$ cat src/rtl/decode_dispatch.sv
// Buffered MIPS-subset decoder: FIFO of fetched words, head decode, issue to Int/LS/Mult queues.
// Optional feature: define DECODE_MULT_EN to decode MULT and drive Dispatch_en_Mult.
module decode_dispatch #(
  parameter int IBUF_DEPTH = 4,
  parameter int CNT_W      = $clog2(IBUF_DEPTH) + 1
) (
  input  logic             Clk,
  input  logic             Rst_n,
  input  logic             Flush,
  input  logic [31:0]      Inst,
  input  logic             Inst_Valid,
  output logic             Inst_Ready,
  input  logic             Int_Full,
  input  logic             LS_Full,
  input  logic             Mult_Full,
  output logic [3:0]       Dispatch_Opcode,
  output logic [4:0]       Dispatch_Shfamt,
  output logic [31:0]      Dispatch_Imm_LS,
  output logic [4:0]       Dispatch_Rs,
  output logic [4:0]       Dispatch_Rt,
  output logic [4:0]       Dispatch_Rd,
  output logic             Dispatch_Rd_Wr,
  output logic             Dispatch_en_Int,
  output logic             Dispatch_en_LS,
  output logic             Dispatch_en_Mult,
  output logic             Dispatch_Jmp,
  output logic [25:0]      Dispatch_Jmp_Addr,
  output logic             Illegal_Inst,
  output logic [CNT_W-1:0] Buf_Count
);

  localparam int PTR_W = $clog2(IBUF_DEPTH);

  typedef enum logic [1:0] {TGT_NONE, TGT_INT, TGT_LS, TGT_MULT} target_e;

  logic [31:0]      ibuf [IBUF_DEPTH];
  logic [PTR_W-1:0] wr_ptr, rd_ptr;
  logic [CNT_W-1:0] count;
  logic             push, pop, blocked;
  logic [31:0]      head;
  logic [5:0]       op, funct;

  target_e     tgt;
  logic [3:0]  dec_opcode;
  logic [4:0]  dec_shamt, dec_rs, dec_rt, dec_rd;
  logic [31:0] dec_imm;
  logic [25:0] dec_jmp_addr;
  logic        dec_rd_wr, dec_jmp, dec_illegal;

  assign Inst_Ready = (count < CNT_W'(IBUF_DEPTH));
  assign Buf_Count  = count;
  assign push       = Inst_Valid && Inst_Ready && !Flush;
  assign head       = ibuf[rd_ptr];
  assign op         = head[31:26];
  assign funct      = head[5:0];

  always_comb begin
    tgt          = TGT_NONE;
    dec_opcode   = '0;
    dec_shamt    = '0;
    dec_imm      = '0;
    dec_rs       = '0;
    dec_rt       = '0;
    dec_rd       = '0;
    dec_rd_wr    = 1'b0;
    dec_jmp      = 1'b0;
    dec_jmp_addr = '0;
    dec_illegal  = 1'b0;
    if (op == 6'h00) begin
      tgt       = TGT_INT;
      dec_rd_wr = 1'b1;
      case (funct)
        6'h20: dec_opcode = 4'h2;
        6'h21: dec_opcode = 4'h3;
        6'h22: dec_opcode = 4'h6;
        6'h24: dec_opcode = 4'h0;
        6'h25: dec_opcode = 4'h1;
        6'h27: dec_opcode = 4'hC;
        6'h2A: dec_opcode = 4'h7;
        6'h2B: dec_opcode = 4'hA;
        6'h00: dec_opcode = 4'h8;
        6'h02: dec_opcode = 4'h9;
`ifdef DECODE_MULT_EN
        6'h18: begin
          tgt       = TGT_MULT;
          dec_rd_wr = 1'b0;
        end
`endif
        default: begin
          tgt         = TGT_NONE;
          dec_rd_wr   = 1'b0;
          dec_illegal = 1'b1;
        end
      endcase
      if (!dec_illegal) begin
        dec_rs    = head[25:21];
        dec_rt    = head[20:16];
        dec_rd    = head[15:11];
        dec_shamt = head[10:6];
      end
    end else if (op == 6'h02) begin
      dec_jmp      = 1'b1;
      dec_jmp_addr = head[25:0];
    end else begin
      tgt       = TGT_INT;
      dec_rd_wr = 1'b1;
      case (op)
        6'h08: dec_opcode = 4'h2;
        6'h09: dec_opcode = 4'h3;
        6'h0A: dec_opcode = 4'h7;
        6'h0C: dec_opcode = 4'h0;
        6'h0D: dec_opcode = 4'h1;
        6'h04: begin
          dec_opcode = 4'h4;
          dec_rd_wr  = 1'b0;
        end
        6'h05: begin
          dec_opcode = 4'h5;
          dec_rd_wr  = 1'b0;
        end
        6'h23: begin
          tgt        = TGT_LS;
          dec_opcode = 4'h1;
        end
        6'h2B: begin
          tgt        = TGT_LS;
          dec_opcode = 4'h0;
          dec_rd_wr  = 1'b0;
        end
        default: begin
          tgt         = TGT_NONE;
          dec_rd_wr   = 1'b0;
          dec_illegal = 1'b1;
        end
      endcase
      if (!dec_illegal) begin
        dec_rs  = head[25:21];
        dec_rt  = head[20:16];
        dec_rd  = head[20:16];
        // ANDI/ORI are logical ops and take a zero-extended immediate
        dec_imm = (op == 6'h0C || op == 6'h0D) ? {16'h0000, head[15:0]}
                                               : {{16{head[15]}}, head[15:0]};
      end
    end
  end

  // Jumps and illegal words have no target queue, so nothing can hold them back
  always_comb begin
    blocked = 1'b0;
    case (tgt)
      TGT_INT:  blocked = Int_Full;
      TGT_LS:   blocked = LS_Full;
      TGT_MULT: blocked = Mult_Full;
      default:  blocked = 1'b0;
    endcase
  end

  assign pop = (count != '0) && !Flush && !blocked;

  always_ff @(posedge Clk or negedge Rst_n) begin
    if (!Rst_n) begin
      wr_ptr <= '0;
      rd_ptr <= '0;
      count  <= '0;
    end else if (Flush) begin
      wr_ptr <= '0;
      rd_ptr <= '0;
      count  <= '0;
    end else begin
      if (push) wr_ptr <= wr_ptr + 1'b1;
      if (pop)  rd_ptr <= rd_ptr + 1'b1;
      count <= count + CNT_W'(push) - CNT_W'(pop);
    end
  end

  always_ff @(posedge Clk) begin
    if (push) ibuf[wr_ptr] <= Inst;
  end

  always_ff @(posedge Clk or negedge Rst_n) begin
    if (!Rst_n) begin
      Dispatch_en_Int   <= 1'b0;
      Dispatch_en_LS    <= 1'b0;
      Dispatch_Jmp      <= 1'b0;
      Illegal_Inst      <= 1'b0;
      Dispatch_Opcode   <= '0;
      Dispatch_Shfamt   <= '0;
      Dispatch_Imm_LS   <= '0;
      Dispatch_Rs       <= '0;
      Dispatch_Rt       <= '0;
      Dispatch_Rd       <= '0;
      Dispatch_Rd_Wr    <= 1'b0;
      Dispatch_Jmp_Addr <= '0;
    end else begin
      Dispatch_en_Int   <= pop && (tgt == TGT_INT);
      Dispatch_en_LS    <= pop && (tgt == TGT_LS);
      Dispatch_Jmp      <= pop && dec_jmp;
      Illegal_Inst      <= pop && dec_illegal;
      Dispatch_Opcode   <= pop ? dec_opcode   : '0;
      Dispatch_Shfamt   <= pop ? dec_shamt    : '0;
      Dispatch_Imm_LS   <= pop ? dec_imm      : '0;
      Dispatch_Rs       <= pop ? dec_rs       : '0;
      Dispatch_Rt       <= pop ? dec_rt       : '0;
      Dispatch_Rd       <= pop ? dec_rd       : '0;
      Dispatch_Rd_Wr    <= pop && dec_rd_wr;
      Dispatch_Jmp_Addr <= pop ? dec_jmp_addr : '0;
    end
  end

`ifdef DECODE_MULT_EN
  always_ff @(posedge Clk or negedge Rst_n) begin
    if (!Rst_n) Dispatch_en_Mult <= 1'b0;
    else        Dispatch_en_Mult <= pop && (tgt == TGT_MULT);
  end
`else
  assign Dispatch_en_Mult = 1'b0;
`endif

endmodule

$ cat config.mk
export PLATFORM = sky130hd
export DESIGN_NAME = decode_dispatch
export DESIGN_NICKNAME = d
export VERILOG_FILES = /design/src/rtl/decode_dispatch.sv
export SDC_FILE = /design/constraint.sdc
export NUM_CORES = 1
export LEC_CHECK = 0
export CORE_UTILIZATION = 57
export CTS_CLUSTER_DIAMETER = 150
export DETAILED_ROUTE_END_ITERATION = 8
export PLACE_DENSITY = 0.92
export SYNTH_ARGS = -nofsm -noshare
export SYNTH_HDL_FRONTEND = slang
export SYNTH_SLANG_ARGS = --single-unit
$ cat constraint.sdc
create_clock -name Clk -period 8.9 [get_ports Clk]
set_clock_uncertainty 0.1 [all_clocks]
set_input_delay 0.89 -clock Clk [delete_from_list [all_inputs] [get_ports Clk]]
set_output_delay 0.89 -clock Clk [all_outputs]
set_load 0.02 [all_outputs]
=== Yosys cells after proc, flatten, opt, wreduce, memory -nomap -nowiden ===
Memory sizes are Yosys's and may differ from the RTL's.
Cells that the tools add are included.

* $add $sub $neg: 4
* Order comparisons: 1
* Eq/ne operators: 22
* Mux-type cells: 54
* Reduce and logical (&&, ||, !) cells: 23

{| class="wikitable"
|+ Operators with widths
! kind !! count
|-
| 32-bit 2-to-1 mux || 5
|-
| 5-bit 2-to-1 mux || 16
|-
| 26-bit 2-to-1 mux || 3
|-
| 6-bit equality test, second input constant || 10
|-
| 4-bit one-hot mux with 9 select lines || 1
|-
| 6-bit by 4-bit equality test with 1-bit output, second input constant || 5
|-
| 3-bit one-hot mux with 6 select lines || 1
|-
| 1-bit 2-to-1 mux || 16
|-
| 6-bit by 2-bit equality test with 1-bit output, second input constant || 2
|-
| 6-bit by 3-bit equality test with 1-bit output, second input constant || 2
|-
| 6-bit zero test || 2
|-
| 2-bit 2-to-1 mux || 6
|-
| 10-bit OR reduction || 1
|-
| 1-bit logical AND || 9
|-
| 9-bit OR reduction || 1
|-
| 4-bit 2-to-1 mux || 2
|-
| 7-bit OR reduction || 1
|-
| 3-bit 2-to-1 mux || 2
|-
| 6-bit OR reduction || 1
|-
| 2-bit by 1-bit adder with 2-bit output, second input constant || 2
|-
| 2-bit equality test, second input constant || 2
|-
| 2-bit one-hot mux with 2 select lines || 1
|-
| 2-bit nonzero test || 2
|-
| 2-bit OR reduction || 2
|-
| 8 further kinds || 9
|}

* Register bits after elaboration: 94
* Bits in writable memories: 128
* Input port bits: 39
* Output and inout bits: 92
* Memories kept: 1

{| class="wikitable"
|+ Memories
! memory !! words !! bits a word !! read ports !! clocked after memory_dff !! write ports !! RTL line !! source
|-
| ibuf || 4 || 32 || 1 || 0 || 1 || 36 || <nowiki>logic [31:0] ibuf [IBUF_DEPTH];</nowiki>
|}

=== Logic depth before layout (Yosys ltp) ===
An unclocked memory read counts as a cell.

* Depth in word-level cells: 12
* Depth in mapped cells: 15
* Mapped depth without buffers: 13

=== Worst setup path after synthesis ===
No wires, ideal clock.

* Path kind: register -> register
* Start: reg rd_ptr[0]
* End: reg count[2] (netlist: Buf_Count[2])
* Setup time: 0.119 ns
* Arrival time: 3.290 ns
* Required time: 8.681 ns
* Path slack: 5.391 ns
* Cell stages (with the launch flop): 15
* Clock period less this slack: 3.509 ns
* Cell sequence: dfrtp_1 buf_6 mux4_2 or3_1 nor4_2 nand2_2 a32oi_4 inv_2 ha_1 inv_1 ha_1 inv_1 fa_1 xnor2_1 nor2_1

* Longest elaborated chain between the ends: 12
* Elaborated cells between the ends (all ways): 37
* Classes of those cells: add/sub: 1; eq/ne: 22; mux: 6; reduce/logical: 7; memory: 1

{| class="wikitable"
|+ RTL lines
! element !! RTL line !! source
|-
| from (decl) || 37 || <nowiki>logic [PTR_W-1:0] wr_ptr, rd_ptr;</nowiki>
|-
| from (signal assigned) || 171 || <nowiki>if (pop) rd_ptr <= rd_ptr + 1'b1;</nowiki>
|-
| memory 4 x 32 bit * || -- ||
|-
| 6-bit by 4-bit equality test with 1-bit output (tied with other cells) || 107 || <nowiki>case (op)</nowiki>
|-
| 7-bit OR reduction (no line) or 2-bit OR reduction (tied branches) || -- ||
|-
| 2-bit one-hot mux with 2 select lines || 107 ||
|-
| 2-bit 2-to-1 mux || 101 || <nowiki>end else if (op == 6'h02) begin</nowiki>
|-
| 2-bit 2-to-1 mux * || 69 || <nowiki>if (op == 6'h00) begin</nowiki>
|-
| 2-bit equality test or 2-bit by 1-bit equality test with 1-bit output (tied branches) || 150 || <nowiki>case (tgt)</nowiki>
|-
| 1-bit one-hot mux with 3 select lines * || 150 ||
|-
| 1-bit zero test * || 158 || <nowiki>assign pop = (count != '0) && !Flush && !blocked;</nowiki>
|-
| 1-bit logical AND * || 158 ||
|-
| 3-bit by 1-bit subtractor with 3-bit output * || 172 || <nowiki>count <= count + CNT_W'(push) - CNT_W'(pop);</nowiki>
|-
| 3-bit 2-to-1 mux * || 165 || <nowiki>end else if (Flush) begin</nowiki>
|-
| to (signal assigned) || 172 ||
|-
| to (decl) || 38 || <nowiki>logic [CNT_W-1:0] count;</nowiki>
|}

Mark *: on every way between the ends. The rest lies on a longest branch, timed or not.
A chain may end at the register's enable or synchronous reset.

=== Worst setup path after layout ===
Ends and elaborated chain as after synthesis.

==> impl_metrics.ini <==
[die]
fp.dieW_um = 121
ioPinCount = 131
die-area_sq_um = 14700
initial_core_util_pct = 58.2
die_h_um = 121
num_rows = 43
core_sq_um = 13900

[logic_synthesis]
synth.area.top_cells = edfxtp_1 (48%), dfrtp_1 (24%), mux4_2 (8.1%)
synth_xor_area_share_pct = 0.650
ys_ff_latch = 207
synth_area_sq_um = 8080
synth_compound_gate_area_share_pct = 3.11
synth_top_area_share_pct = 47.6
yosysSeqAreaShare_pct = 72.0
syn_avg_cell_area_sq_um = 16.6
synthArstFlopShare_pct = 38.2
synth_top_family_by_area = simple AND/OR/NAND/NOR gates
synth_edf_count = 128
syn_inst = 486
synthSimpleGateAreaFrac_pct = 10.1
yosysMostFrequentCell = edfxtp_1
yosysWarnings = 0
ys.flop_type = edfxtp_1
synth_fa_ha_area_share_pct = 1.18
ys_types = 60
synth_area_leader_cell = edfxtp_1
syn_nets = 532
netlist_top_cells_count = edfxtp_1 (128), dfrtp_1 (79), nor2_1 (40)
synth_mux_area_share_pct = 9.60

[power_and_ir_drop]
p_per_area_nw_per_um2 = 276
vdd_drop_max_uv = 169
leakagePower_nw = 3.78

[detailed_routing]
dr.first_iter.drc_count = 465
vias = 4614
drt-vias-per-instance = 5.77
drt-pass1-iter-count = 5
wl_per_cell_um = 21.2
wl_um = 17000
drc = 0
antenna_left = 0

[grt]
grt_pass1_wl_um = 25900
grt_overflow = 0
antenna_found_initial = 0
gr-max-usage-layer = met2
use_met3_pct = 3.81
met1_usage_pct = 32.3
grt_max_degree = 80
track_usage_pct = 23.6
grt_pass1_vias = 4710
grtUsageMet2_pct = 39.3

[layout]
drive_gt1_share_pct = 14.4
seqCellArea_sq_um = 5820
synthToLayoutAreaGrowth_pct = 24.9
finalInstanceArea_sq_um = 10100
multi_input_area_sq_um = 1990
n_antenna_cell = 0
final_nets = 653
fill_cells = 782
instances_no_fill = 799

[clock_tree]
cts_sinks = 207
cts_tree = built
cts_buffers = 19
post_cts_buffers = 0
clk_latency_ns = 0.48
clk_path_buf_depth = 3
cts_resized = 0
clkTransAtPathRegs_ns = 0.07
hold_buffers = 0
htreeDepth = 1
cts-root-buf = clkbuf_16

[placed_design]
hpwl_um = 10900
gp_congestion = 0.836
place_inst = 766
postPlaceCellArea_sq_um = 9410
port_buffers = 129

[run_status]
status = completed

[timing]
timing.final.max_slew_violations = 0
finalSetupViolations = 0
max_freq_mhz = 212
slew-limit-headroom_pct = 28.5
rsz0062_at_grt = false
hold_violations = 0
hold_slack_ns = 0.453
fin_setup_tns_ns = 0
post-route-min-period_ns = 4.72
worst_slew_pin_slew_ns = 1.07
timing.final.crit_share_pct = 53.0

[worst_setup_path]
cpLargestDelayFamily = flip-flops
worst_setup_path_end_kind = flop
crit_required_ns = 9.14
worstSetupPathType = flop to flop
crit_chain = mux4_2 -> or3_1 -> nor4_2 -> nand2_2 -> a32oi_4 -> inv_2 -> ha_1 -> inv_1 -> ha_1 -> inv_1 -> fa_1 -> xnor2_1 -> nor2_1
worstPathArrival_ns = 4.96
cpMaxStageDelayCell = dfrtp_2
path_max_fanout = 35
crit_buf_inv = 3
critPathLaunchType = flop
cp_slowest_stage_delay_ns = 1.08

[hold_path]
hold_class = input pin to async pin

[run]
maxCapViolCount = 0
## logic make-up (layout without fill, tap and decap cells)
logic type | after synthesis | count (layout)
multiplexers | 36 | 36
other | 1 | 1
AO/OA/AOI/OAI | 34 | 34
adder cells (fa/ha/maj) | 7 | 7
XOR/XNOR | 6 | 6
flip-flops | 207 | 207
buffers and inverters | 45 | 178
AND/OR/NAND/NOR | 150 | 150
## flip-flops by register name, indices dropped and copies added (netlist names), 2 cells and up
| signal | cells |
|---|---|
| ibuf | 128 |
| Dispatch_Jmp_Addr | 26 |
| Dispatch_Imm_LS | 17 |
| Dispatch_Rd | 5 |
| Dispatch_Rs | 5 |
| Dispatch_Rt | 5 |
| Dispatch_Shfamt | 5 |
| Dispatch_Opcode | 4 |
| Buf_Count | 3 |
| rd_ptr | 2 |
| wr_ptr | 2 |
## worst paths after layout
check / startpoint / slack, ns / cells past startpoint / endpoint
max: rd_ptr[0] / 4.18 / 13 / Buf_Count[2]
min: Rst_n / 0.45 / 1 / Dispatch_Jmp_Addr[12]
max reg2reg: rd_ptr[0] / 4.18 / 13 / Buf_Count[2]
min reg2reg: wr_ptr[0] / 0.56 / 2 / wr_ptr[0]
max in group asynchronous: Rst_n / 7.59 / 1 / rd_ptr[0]
min in group Clk: wr_ptr[0] / 0.56 / 2 / wr_ptr[0]
## where the power goes
part           switching (W)  total [W]  leakage, nW  internal [W]
Combinational       0.000437   0.000758         1.20      0.000321
Clock               0.000335   0.000868        0.326      0.000533
Sequential         0.0000661    0.00116         2.25       0.00109
## layout by cell type, fill, tap and decap left out, types with 17 or more instances in the layout
cell type        instances
clkbuf_16               19
dfrtp_1                 78
a21oi_1                 17
edfxtp_1               128
clkdlybuf4s50_1        128
and3_1                  18
nand2_1                 24
nor2_1                  40
mux4_2                  29
and2_1                  17
## worst reg2reg max path, cell delays in order, from the launching register on
cell	delay, ns
dfrtp_2	1.08
mux4_2	0.79
or3_1	0.46
nor4_2	0.35
nand2_2	0.18
a32oi_4	0.35
inv_2	0.09
ha_1	0.29
inv_1	0.07
ha_1	0.13
inv_1	0.05
fa_1	0.41
xnor2_1	0.19
nor2_1	0.06
## metrics by stage
step	util (%)	setup slack, ns	power, W
final	72.7	4.18	0.00278
after global routing	72.7	3.89	0.00288
after CTS	72.7	4.15	0.00279
after detailed placement	67.8	4.19	0.00191
after global placement	67.8	4.34	0.00188
after floorplan	-	5.39	0.00169
## layout make-up
| type | instances | area share [%] |
|---|---|---|
| clock buffer | 22 | 5.12 |
| sequential | 207 | 57.7 |
| inverter | 10 | 0.372 |
| tap | 180 | 2.23 |
| multi-input combinational | 234 | 19.8 |
| timing repair buffer | 135 | 13.2 |
| clock inverter | 11 | 1.60 |
## metal layers
metal	vias up	wire (um)
li1	2022	-
met1	2298	6800
met2	255	8510
met3	39	1210
met4	0	465
met5	-	0
No activity file was read; power rests on OpenSTA's default activity.
